$ cat config.mk
export PLATFORM = sky130hd
export DESIGN_NAME = pe_mac_cfg_flat
export DESIGN_NICKNAME = d
export VERILOG_FILES = /design/src/rtl/pe_mac_cfg_if.sv /design/src/rtl/pe_mac_cfg.sv /design/src/flat_wrapper.sv
export SDC_FILE = /design/constraint.sdc
export NUM_CORES = 1
export LEC_CHECK = 0
export CORE_MARGIN = 1
export CORE_UTILIZATION = 41
export DETAILED_ROUTE_END_ITERATION = 7
export PLACE_DENSITY = 0.67
export SLEW_MARGIN = 5
export SYNTH_ARGS = -nofsm -noshare
export SYNTH_HDL_FRONTEND = slang
export SYNTH_SLANG_ARGS = --single-unit
$ cat constraint.sdc
create_clock -name clk -period 9.4 [get_ports clk]
set_input_delay 2.82 -clock clk [delete_from_list [all_inputs] [get_ports clk]]
set_output_delay 2.82 -clock clk [all_outputs]
set_load 0.01 [all_outputs]
$ cat src/rtl/pe_mac_cfg_if.sv
// Operand, partial-sum and control bundle of one pe_mac_cfg cell.
// The array (master) drives the inputs; the PE (slave) drives the registered outputs.
interface pe_mac_cfg_if #(
  parameter int DATA_WIDTH = 8,
  parameter int ACC_WIDTH  = 16
);
  logic                  mode;
  logic                  signed_en;
  logic                  clear;
  logic                  drain;
  logic [DATA_WIDTH-1:0] a_in;
  logic                  a_vld_in;
  logic [DATA_WIDTH-1:0] b_in;
  logic                  b_vld_in;
  logic [ACC_WIDTH-1:0]  c_in;
  logic                  c_vld_in;
  logic [DATA_WIDTH-1:0] a_out;
  logic                  a_vld_out;
  logic [DATA_WIDTH-1:0] b_out;
  logic                  b_vld_out;
  logic [ACC_WIDTH-1:0]  c_out;
  logic                  c_vld_out;
  logic                  ovf;

  modport master (
    output mode, signed_en, clear, drain,
    output a_in, a_vld_in, b_in, b_vld_in, c_in, c_vld_in,
    input  a_out, a_vld_out, b_out, b_vld_out, c_out, c_vld_out, ovf
  );

  modport slave (
    input  mode, signed_en, clear, drain,
    input  a_in, a_vld_in, b_in, b_vld_in, c_in, c_vld_in,
    output a_out, a_vld_out, b_out, b_vld_out, c_out, c_vld_out, ovf
  );
endinterface

$ cat src/rtl/pe_mac_cfg.sv
// Configurable systolic MAC cell: PASS mode adds into the partial sum from above,
// OS mode accumulates locally and drains its result (then ROW upstream results) downward.
module pe_mac_cfg #(
  parameter int DATA_WIDTH = 8,
  parameter int ACC_WIDTH  = 16,
  parameter int SATURATE   = 1,
  parameter int ROW        = 0
) (
  input  logic        clk,
  input  logic        rst_n,
  pe_mac_cfg_if.slave bus
);

  localparam int PW = 2 * DATA_WIDTH;
  localparam int CW = (ROW > 0) ? $clog2(ROW + 1) : 1;

  typedef enum logic [1:0] {
    ACC,
    SELF,
    CHAIN
  } state_e;

  state_e                state_q, state_d;
  logic [DATA_WIDTH-1:0] a_q, b_q;
  logic                  a_vld_q, b_vld_q;
  logic [ACC_WIDTH-1:0]  acc_q, acc_d;
  logic [ACC_WIDTH-1:0]  c_q, c_d;
  logic                  c_vld_q, c_vld_d;
  logic                  ovf_q, ovf_d;
  logic [CW-1:0]         cnt_q, cnt_d;

  logic                  fire;
  logic [PW-1:0]         a_ext, b_ext, prod;
  logic [ACC_WIDTH:0]    acc_sum, c_sum, prod_sum;
  logic [ACC_WIDTH-1:0]  acc_next;
  logic                  ovf_next;

  // Returns {overflow, result}; both operands are extended to ACC_WIDTH+1 bits first.
  function automatic logic [ACC_WIDTH:0] add_sat(input logic [ACC_WIDTH-1:0] x,
                                                 input logic [PW-1:0] p,
                                                 input logic sgn);
    logic [ACC_WIDTH:0]   xe;
    logic [ACC_WIDTH:0]   pe;
    logic [ACC_WIDTH:0]   s;
    logic [ACC_WIDTH-1:0] res;
    logic                 of;
    xe  = {sgn & x[ACC_WIDTH-1], x};
    pe  = sgn ? {{(ACC_WIDTH + 1 - PW){p[PW-1]}}, p} : {{(ACC_WIDTH + 1 - PW){1'b0}}, p};
    s   = xe + pe;
    of  = sgn ? (s[ACC_WIDTH] != s[ACC_WIDTH-1]) : s[ACC_WIDTH];
    res = s[ACC_WIDTH-1:0];
    if (of && (SATURATE != 0)) begin
      if (!sgn)             res = '1;
      else if (s[ACC_WIDTH]) res = {1'b1, {(ACC_WIDTH - 1){1'b0}}};
      else                  res = {1'b0, {(ACC_WIDTH - 1){1'b1}}};
    end
    return {of, res};
  endfunction

  always_comb begin
    fire  = bus.a_vld_in & bus.b_vld_in;
    a_ext = bus.signed_en ? {{DATA_WIDTH{bus.a_in[DATA_WIDTH-1]}}, bus.a_in}
                          : {{DATA_WIDTH{1'b0}}, bus.a_in};
    b_ext = bus.signed_en ? {{DATA_WIDTH{bus.b_in[DATA_WIDTH-1]}}, bus.b_in}
                          : {{DATA_WIDTH{1'b0}}, bus.b_in};
    prod  = fire ? (a_ext * b_ext) : '0;
    acc_sum  = add_sat(acc_q, prod, bus.signed_en);
    c_sum    = add_sat(bus.c_in, prod, bus.signed_en);
    // Adding to zero just extends the product to accumulator width.
    prod_sum = add_sat('0, prod, bus.signed_en);
    acc_next = bus.clear ? prod_sum[ACC_WIDTH-1:0] : acc_sum[ACC_WIDTH-1:0];
    ovf_next = bus.clear ? 1'b0 : (ovf_q | acc_sum[ACC_WIDTH]);
  end

  always_comb begin
    state_d = state_q;
    acc_d   = acc_q;
    c_d     = c_q;
    c_vld_d = 1'b0;
    ovf_d   = ovf_q;
    cnt_d   = cnt_q;
    case (state_q)
      ACC: begin
        if (!bus.mode) begin
          c_vld_d = bus.c_vld_in;
          if (bus.c_vld_in) begin
            c_d   = c_sum[ACC_WIDTH-1:0];
            ovf_d = ovf_q | c_sum[ACC_WIDTH];
          end
          if (bus.clear) acc_d = prod_sum[ACC_WIDTH-1:0];
        end else if (bus.drain) begin
          c_d     = acc_sum[ACC_WIDTH-1:0];
          c_vld_d = 1'b1;
          acc_d   = '0;
          ovf_d   = ovf_q | acc_sum[ACC_WIDTH];
          state_d = SELF;
        end else begin
          acc_d = acc_next;
          ovf_d = ovf_next;
        end
      end
      SELF: begin
        acc_d = acc_next;
        ovf_d = ovf_next;
        if (ROW == 0) begin
          state_d = ACC;
        end else begin
          state_d = CHAIN;
          cnt_d   = CW'(ROW);
        end
      end
      CHAIN: begin
        acc_d   = acc_next;
        ovf_d   = ovf_next;
        c_vld_d = bus.c_vld_in;
        if (bus.c_vld_in) begin
          c_d   = bus.c_in;
          cnt_d = cnt_q - CW'(1);
          if (cnt_q == CW'(1)) state_d = ACC;
        end
      end
      default: state_d = ACC;
    endcase
    if (bus.clear) ovf_d = 1'b0;
  end

  always_ff @(posedge clk or negedge rst_n) begin
    if (!rst_n) begin
      state_q <= ACC;
      acc_q   <= '0;
      c_q     <= '0;
      c_vld_q <= 1'b0;
      ovf_q   <= 1'b0;
      cnt_q   <= '0;
    end else begin
      state_q <= state_d;
      acc_q   <= acc_d;
      c_q     <= c_d;
      c_vld_q <= c_vld_d;
      ovf_q   <= ovf_d;
      cnt_q   <= cnt_d;
    end
  end

  // Operand registers only load on a valid beat so data stays stable between beats.
  always_ff @(posedge clk or negedge rst_n) begin
    if (!rst_n) begin
      a_q     <= '0;
      b_q     <= '0;
      a_vld_q <= 1'b0;
      b_vld_q <= 1'b0;
    end else begin
      a_vld_q <= bus.a_vld_in;
      b_vld_q <= bus.b_vld_in;
      if (bus.a_vld_in) a_q <= bus.a_in;
      if (bus.b_vld_in) b_q <= bus.b_in;
    end
  end

  assign bus.a_out     = a_q;
  assign bus.a_vld_out = a_vld_q;
  assign bus.b_out     = b_q;
  assign bus.b_vld_out = b_vld_q;
  assign bus.c_out     = c_q;
  assign bus.c_vld_out = c_vld_q;
  assign bus.ovf       = ovf_q;

endmodule

$ cat src/flat_wrapper.sv
// flat-port wrapper written by rule: the top's interface ports become plain ports
module pe_mac_cfg_flat 
#(
  parameter int DATA_WIDTH = 8,
  parameter int ACC_WIDTH  = 16,
  parameter int SATURATE   = 1,
  parameter int ROW        = 0
)
  (clk, rst_n, bus_mode, bus_signed_en, bus_clear, bus_drain, bus_a_in, bus_a_vld_in, bus_b_in, bus_b_vld_in, bus_c_in, bus_c_vld_in, bus_a_out, bus_a_vld_out, bus_b_out, bus_b_vld_out, bus_c_out, bus_c_vld_out, bus_ovf);
  pe_mac_cfg_if #(.DATA_WIDTH(DATA_WIDTH), .ACC_WIDTH(ACC_WIDTH)) bus_i ();
  input  logic clk;
  input  logic rst_n;
  input wire logic [$bits(bus_i.mode)-1:0] bus_mode;
  input wire logic [$bits(bus_i.signed_en)-1:0] bus_signed_en;
  input wire logic [$bits(bus_i.clear)-1:0] bus_clear;
  input wire logic [$bits(bus_i.drain)-1:0] bus_drain;
  input wire logic [$bits(bus_i.a_in)-1:0] bus_a_in;
  input wire logic [$bits(bus_i.a_vld_in)-1:0] bus_a_vld_in;
  input wire logic [$bits(bus_i.b_in)-1:0] bus_b_in;
  input wire logic [$bits(bus_i.b_vld_in)-1:0] bus_b_vld_in;
  input wire logic [$bits(bus_i.c_in)-1:0] bus_c_in;
  input wire logic [$bits(bus_i.c_vld_in)-1:0] bus_c_vld_in;
  output wire logic [$bits(bus_i.a_out)-1:0] bus_a_out;
  output wire logic [$bits(bus_i.a_vld_out)-1:0] bus_a_vld_out;
  output wire logic [$bits(bus_i.b_out)-1:0] bus_b_out;
  output wire logic [$bits(bus_i.b_vld_out)-1:0] bus_b_vld_out;
  output wire logic [$bits(bus_i.c_out)-1:0] bus_c_out;
  output wire logic [$bits(bus_i.c_vld_out)-1:0] bus_c_vld_out;
  output wire logic [$bits(bus_i.ovf)-1:0] bus_ovf;
  assign bus_i.mode = bus_mode;
  assign bus_i.signed_en = bus_signed_en;
  assign bus_i.clear = bus_clear;
  assign bus_i.drain = bus_drain;
  assign bus_i.a_in = bus_a_in;
  assign bus_i.a_vld_in = bus_a_vld_in;
  assign bus_i.b_in = bus_b_in;
  assign bus_i.b_vld_in = bus_b_vld_in;
  assign bus_i.c_in = bus_c_in;
  assign bus_i.c_vld_in = bus_c_vld_in;
  assign bus_a_out = bus_i.a_out;
  assign bus_a_vld_out = bus_i.a_vld_out;
  assign bus_b_out = bus_i.b_out;
  assign bus_b_vld_out = bus_i.b_vld_out;
  assign bus_c_out = bus_i.c_out;
  assign bus_c_vld_out = bus_i.c_vld_out;
  assign bus_ovf = bus_i.ovf;
  pe_mac_cfg #(.DATA_WIDTH(DATA_WIDTH), .ACC_WIDTH(ACC_WIDTH), .SATURATE(SATURATE), .ROW(ROW)) u_core (.clk(clk), .rst_n(rst_n), .bus(bus_i));
endmodule
==> results.md <==
* Ys Warns at 0
* GR Util met2 at 40.8%
* Core area at 18,200 um^2
* Post-layout min period at 9.70 ns
* CTS tree: yes
* Most frequent CP cell: fa_1
* Clk root buf: clkbuf_16
* Max Fanout on Critical Path at 8
* Post-synth EDFFs at 0
* TritonCTS buffer count at 5
* ANT cells at 0
* CP max stage delay at 0.53 ns
* Initial antenna violation count at 0
* Starting Density at 42.5%
* Main flop type after synthesis: dfrtp_1
* Post-synth ARST share at 100%
* Final instance area at between 10,000 and 15,000 um^2
* Die H at 139 um
* Sw power at 2.00 mW
* Number of global-route vias before repair at 7,339
* Area growth syn-to-layout at 43.7%
* Pre-antenna DRT Iters at 5
* Post-Syn Area per Cell at 9.02 um^2
* Static leakage at 5.38 nW
* Sequential-to-total area share from yosys stat at 17.1%
* Cells on worst reg2reg path at 15
* Commonest non-fill, non-tap cell in the layout: buf_4
* Hold buffers post-CTS at 0
* Worst Skew at ~0.0072 ns
* Grt ovf at 0
* Iteration-0 DRC Markers at around 350
* Clock Sinks at 53
* Slowest CP cell: fa_1
* Fin cells at 1,341
* Met3 usage at roughly 2.7%
* Final Hold Viols at 0
* Syn_nets at between 1,000 and 1,500
* Met1 usage at 30.4%
* CP Launch Type: input pin
* Dpl cells at about 1,300
* Fmax at 103 MHz
* Syn Inst Count at about 860
* Flop pwr share at 8.1%
* Slew margin rel. at 48.3%
* Worst ir drop on vdd at 0.271 mV
* Final wirelength at 22,000 um
* Cell depth of the worst setup path at 32
* Clk buf depth at 2
* Detailed placer's ending HPWL at 16,200 um
* Nets@finish at ~1,300
* Logic pwr share at slightly below 90%
* GRT Total Usage at between 20% and 30%
* Setup Viol. Count Final at 31
* Pin count of the biggest net entering global routing at 54
* RSZ-0062 raised after global routing: true
* FF+latch count, synth at 53
* Worst skew pair latency at 0.31 ns
* Max-cap check violation count at 0
* Critical Path RT at 9.62 ns
* RePlAce Congestion at 0.906
* Top Usage Layer GRT: met2
* Drt wl/cell at roughly 16 um
* Worst Path Buf+Inv at 10
* Sw Ratio at 45.5%
* Crit path DAT at 9.92 ns
* Row Count at 49
* Width of the die at 139 um
* Most frequent cells in the layout: 177 x buf_4, 123 x inv_1, 76 x fa_1, 62 x ha_1, 60 x clkdlybuf4s50_1
* Vias/cell at 5.18
* Via count at 6,945
* Setup ws final at -0.299 ns
* Worst Hold Class: reg2reg
* Clk pwr share at 5.3%
* Cell Area, Synth at 7740 um^2
* IO Port Bufs at 76
* Crit Path Class: in2reg
* H-tree depth at 2
* CTS clk-pin slew, worst paths at 0.08 ns
* Int Pwr at 2.39 mW
* Die ar. at 19,400 um^2
* Overall Power at 4.38 mW
* First-pass GRT wire length at 36,200 um
* Antenna Nets Post-Route at 0
* Worst Setup End Kind: flip-flop
* Worst Max-Slew Pin Slew at 0.775 ns
* Failing checks: negative setup slack
* Residual DRC at 0
* CP top delay family: adder cells
* Synth cell types at 65
* Pwr dens at 394 nW/um^2
* Final Cycle Share at 103%
* Area after DPL at 9990 um^2
* Io pins at 77
* Run status: finished with violations
* Final Max Tran Viols at 0
* Share of cells above drive strength 1 at 35.7%
* Worst Hold Depth at 1
[timing repair]
item / in CTS / in global routing
setup endpoints to repair: 33 / 33
resized for setup: 142 / 80
gates cloned: 3 / 1
setup buffers: 32 / 15
pin swaps: 39 / 65
[state kept, by name, indices dropped and copies added, names as in the netlist]
| name | count |
|---|---|
| u_core.bus.c_vld_out | 1 |
| u_core.acc_q | 16 |
| u_core.bus.ovf | 1 |
| u_core.bus.b_out | 8 |
| u_core.bus.b_vld_out | 1 |
| u_core.bus.a_vld_out | 1 |
| u_core.bus.a_out | 8 |
| u_core.bus.c_out | 16 |
| u_core.state_q | 1 |
[final timing paths]
kind                                                        end  slack (ns)                       startpoint
worst min register to register  u_core.bus.b_out[7]$_DFFE_PN0P_        0.51  u_core.bus.b_out[7]$_DFFE_PN0P_
max in group asynchronous       u_core.bus.b_out[7]$_DFFE_PN0P_        6.22                            rst_n
worst min-delay path            u_core.bus.b_out[7]$_DFFE_PN0P_        0.51  u_core.bus.b_out[7]$_DFFE_PN0P_
worst max register to register  u_core.bus.c_out[5]$_DFFE_PN0P_        5.90      u_core.acc_q[0]$_DFFE_PN0P_
min in group asynchronous       u_core.bus.a_out[2]$_DFFE_PN0P_        2.64                            rst_n
worst max-delay path            u_core.bus.c_out[5]$_DFFE_PN0P_       -0.30                      bus_b_in[4]
[cell families after synthesis]
group,Yosys count,synth area share (%)
AND/OR/NAND/NOR,243,16.1
multiplexers,24,3.51
adder cells (fa/ha/maj),160,33.5
XOR/XNOR,55,6.40
flip-flops,53,17.1
AO/OA/AOI/OAI,153,14.7
buffers and inverters,170,8.68
[metal layers]
metal  part of all wire (%)  wire length, um
met5                      0                0
met4                    1.7              373
met3                    3.6              800
met2                     50            11000
met1                     45             9780
[through the flow]
stage | utilization [%] | setup slack [ns] | hold slack, ns | TNS [ns]
final | 61.1 | -0.299 | 0.512 | -5.49
after global placement | 54.9 | -1.03 | 0.490 | -29.37
after floorplan | - | -0.391 | 0.542 | -7.42
after CTS | 59.1 | -0.237 | 0.518 | -3.25
after detailed placement | 54.9 | -1.16 | 0.499 | -33.05
after global routing | 61.1 | -0.612 | 0.529 | -13.49
[synthesized netlist by cell type, types with 15 or more instances]
library cell | n | area (um^2)
inv_1 | 142 | 533
mux2_2 | 16 | 180
and2_1 | 55 | 344
nor2_1 | 46 | 173
ha_1 | 79 | 988
nand2b_1 | 15 | 93.8
dfrtp_1 | 53 | 1330
a21oi_1 | 31 | 155
fa_1 | 79 | 1580
xnor2_1 | 44 | 385
nand2_1 | 67 | 251
clkbuf_1 | 19 | 71.3
o21ai_0 | 27 | 135
[final cells by class]
cell class | count | area, um^2
sequential | 53 | 1330
timing repair buffer | 273 | 2380
inverter | 143 | 537
clock inverter | 3 | 48.8
tap | 229 | 287
fill | 1543 | 7090
multi-input combinational | 635 | 6420
clock buffer | 5 | 125
[power groups by stage]
stage | Sequential [mW] | Combinational, mW | Clock [mW]
2_1_floorplan | 0.364 | 1.83 | 0
3_3_place_gp | 0.353 | 2.83 | 0
3_5_place_dp | 0.351 | 2.87 | 0
4_1_cts | 0.351 | 3.49 | 0.236
5_1_grt | 0.362 | 4.12 | 0.245
6_report | 0.354 | 3.80 | 0.232
(Power assumes the default switching activity.)
==> edit: new RTL, same flow settings <==
`SATURATE` is set to 1 in 2 places; all go to 0.
--- a/src/rtl/pe_mac_cfg.sv
+++ b/src/rtl/pe_mac_cfg.sv
@@ -4,5 +4,5 @@
   parameter int DATA_WIDTH = 8,
   parameter int ACC_WIDTH  = 16,
-  parameter int SATURATE   = 1,
+  parameter int SATURATE   = 0,
   parameter int ROW        = 0
 ) (
--- a/src/flat_wrapper.sv
+++ b/src/flat_wrapper.sv
@@ -4,5 +4,5 @@
   parameter int DATA_WIDTH = 8,
   parameter int ACC_WIDTH  = 16,
-  parameter int SATURATE   = 1,
+  parameter int SATURATE   = 0,
   parameter int ROW        = 0
 )
Check against the original RTL: not equivalent (a bounded check fails within 4 cycles, from zero or initial values and one cycle with rst_n low).
==> edit against the original RTL <==
Non-clock buffer count down 56; largest cell class unchanged; sequential cell count unchanged; design area down 12%; worst setup slack better by 430 ps; synthesized area down 4.2%; wire length down 17%; combinational power down 40%; total power down 36%; hold slack worse by 1.9 ps; global-route usage down 2.2 points; clock skew up 4.2 ps.
==> edit: results (changes against the original RTL) <==
* Largest cells by area after synthesis: fa_1, dfrtp_1, ha_1 (unchanged)
* Flop2flop setup slack at 5690 ps (was 5900 ps)
* Gr usage total at 21.22% (was 23.43%)
* Setup bufs post-CTS at 4 (was 32)
* Nets@finish at 1247 (was 1310)
* First-pass GRT wire length at 31.18 mm (was 36.21 mm)
* Routability cong. at 0.8111 (was 0.9064)
* Layout cells sized above 1 at 23.74% (was 35.70%)
* Root buffer cell: clkbuf_16 (unchanged)
* Peak VDD IR at 0.1680 mV (was 0.2710 mV)
* # placed instances at 1257 (was 1289)
* Fillers at 1596 (was 1543)
* Origin of the worst setup path: bus_a_in[7] (was bus_b_in[4])
* Met2 GRT Util at 37.37% (was 40.78%)
* Final hold slack at 510.0 ps (was 511.9 ps)
* Seq/Total Area, Yosys at 17.88% (was 17.13%)
* Tcrit/Tclk final at 98.58% (was 103.2%)
* Vias in the first global route at 6574 (was 7339)
* Met1 GRT Util at 28.59% (was 30.44%)
* Syn nets at 1049 (was 1057)
* Via/cell ratio at 4.960 (was 5.179)
* WL/cell at 14.36 microns (was 16.38 microns)
* Resize count post-CTS at 40 (was 142)
* Synth unique cells at 61 (was 65)
* R2R depth at 13 (was 15)
* Clk_skew at 11.36 ps (was 7.187 ps)
* Compound-Gate Fraction of Synth Area at 13.17% (was 14.72%)
* Mean Syn Cell Area at 8.726 sq um (was 9.022 sq um)
* Initial Utilization at 42.44% (was 42.51%)
* Reg-to-reg endpoint: u_core.bus.ovf (was u_core.bus.c_out[5])
* Slew headroom at 48.84% (was 48.32%)
* Status: finished clean (was finished, violations left)
* Synth cell count leaders: inv_1, fa_1, ha_1, nor2_1, a21oi_1 (was inv_1, fa_1, ha_1, nand2_1, and2_1)
* Starting DRT DRC Count at 260 (was 348)
* Leak at 0.004837 uW (was 0.005380 uW)
* Pre-CTS WS at -724.8 ps (was -1165 ps)
* CP Data Arrival Time at 9450 ps (was 9920 ps)
* Adder-Cell Fraction of Synth Area at 35.21% (was 33.49%)
* Mux cell area share after synthesis at 3.155% (was 3.507%)
* Vias at 6319 (was 6945)
* Post-Synth XOR/XNOR Area at 6.039% (was 6.401%)
* Met3 GRT Util at 1.667% (was 2.684%)
-- edit: changes by cell type after synthesis, moves of 8 or more --
cell and change:
a21oi_1 +40, a221oi_2 -14, inv_1 -8, nand2_1 -24, nor2_1 +30, nor3_1 +9, o21ai_0 +9, xnor2_1 -13
-- edit: area by class of cell --
type	instances	area share [%]
timing repair buffer	217	17.88
clock buffer	5	1.275
inverter	134	5.124
sequential	53	13.51
multi-input combinational	637	58.89
tap	225	2.868
clock inverter	3	0.4461
-- edit: routing by layer --
metal	vias to the layer above	wire length, microns	share of wire [%]
li1	3183	-	-
met1	3057	8391	46
met2	66	9192	50
met3	13	525	2.9
met4	0	182	1.0
met5	-	0	0
-- edit: worst min-delay path by stage --
stage	startpoint	end	cells past startpoint
2_1_floorplan	u_core.bus.c_out[14]	u_core.bus.c_out[14]	1
3_3_place_gp	u_core.bus.a_out[5]	u_core.bus.a_out[5]	1
3_5_place_dp	u_core.bus.a_out[5]	u_core.bus.a_out[5]	1
4_1_cts	u_core.bus.a_out[5]	u_core.bus.a_out[5]	1
5_1_grt	u_core.bus.a_out[7]	u_core.bus.a_out[7]	1
6_report	u_core.bus.a_out[5]	u_core.bus.a_out[5]	1
-- edit: per-stage QoR --
step | instance area, sq um | utilization (%)
after floorplan | 7502 | -
after global placement | 9425 | 53.93
after detailed placement | 9425 | 53.93
after CTS | 9676 | 55.36
after global routing | 9816 | 56.16
final | 9816 | 56.16
-- edit: where the power goes --
part           switching (uW)  internal [uW]  total (uW)
logic                    1080           1190        2280
registers                31.7            281         313
clock network             107            127         234
-- edit: worst max-delay path, delay by kind of cell --
kind	cells	cell delay [ps]
AO/OA/AOI/OAI	8	1540
adder cells (fa/ha/maj)	9	3430
buffers and inverters	7	580
AND/OR/NAND/NOR	6	1070
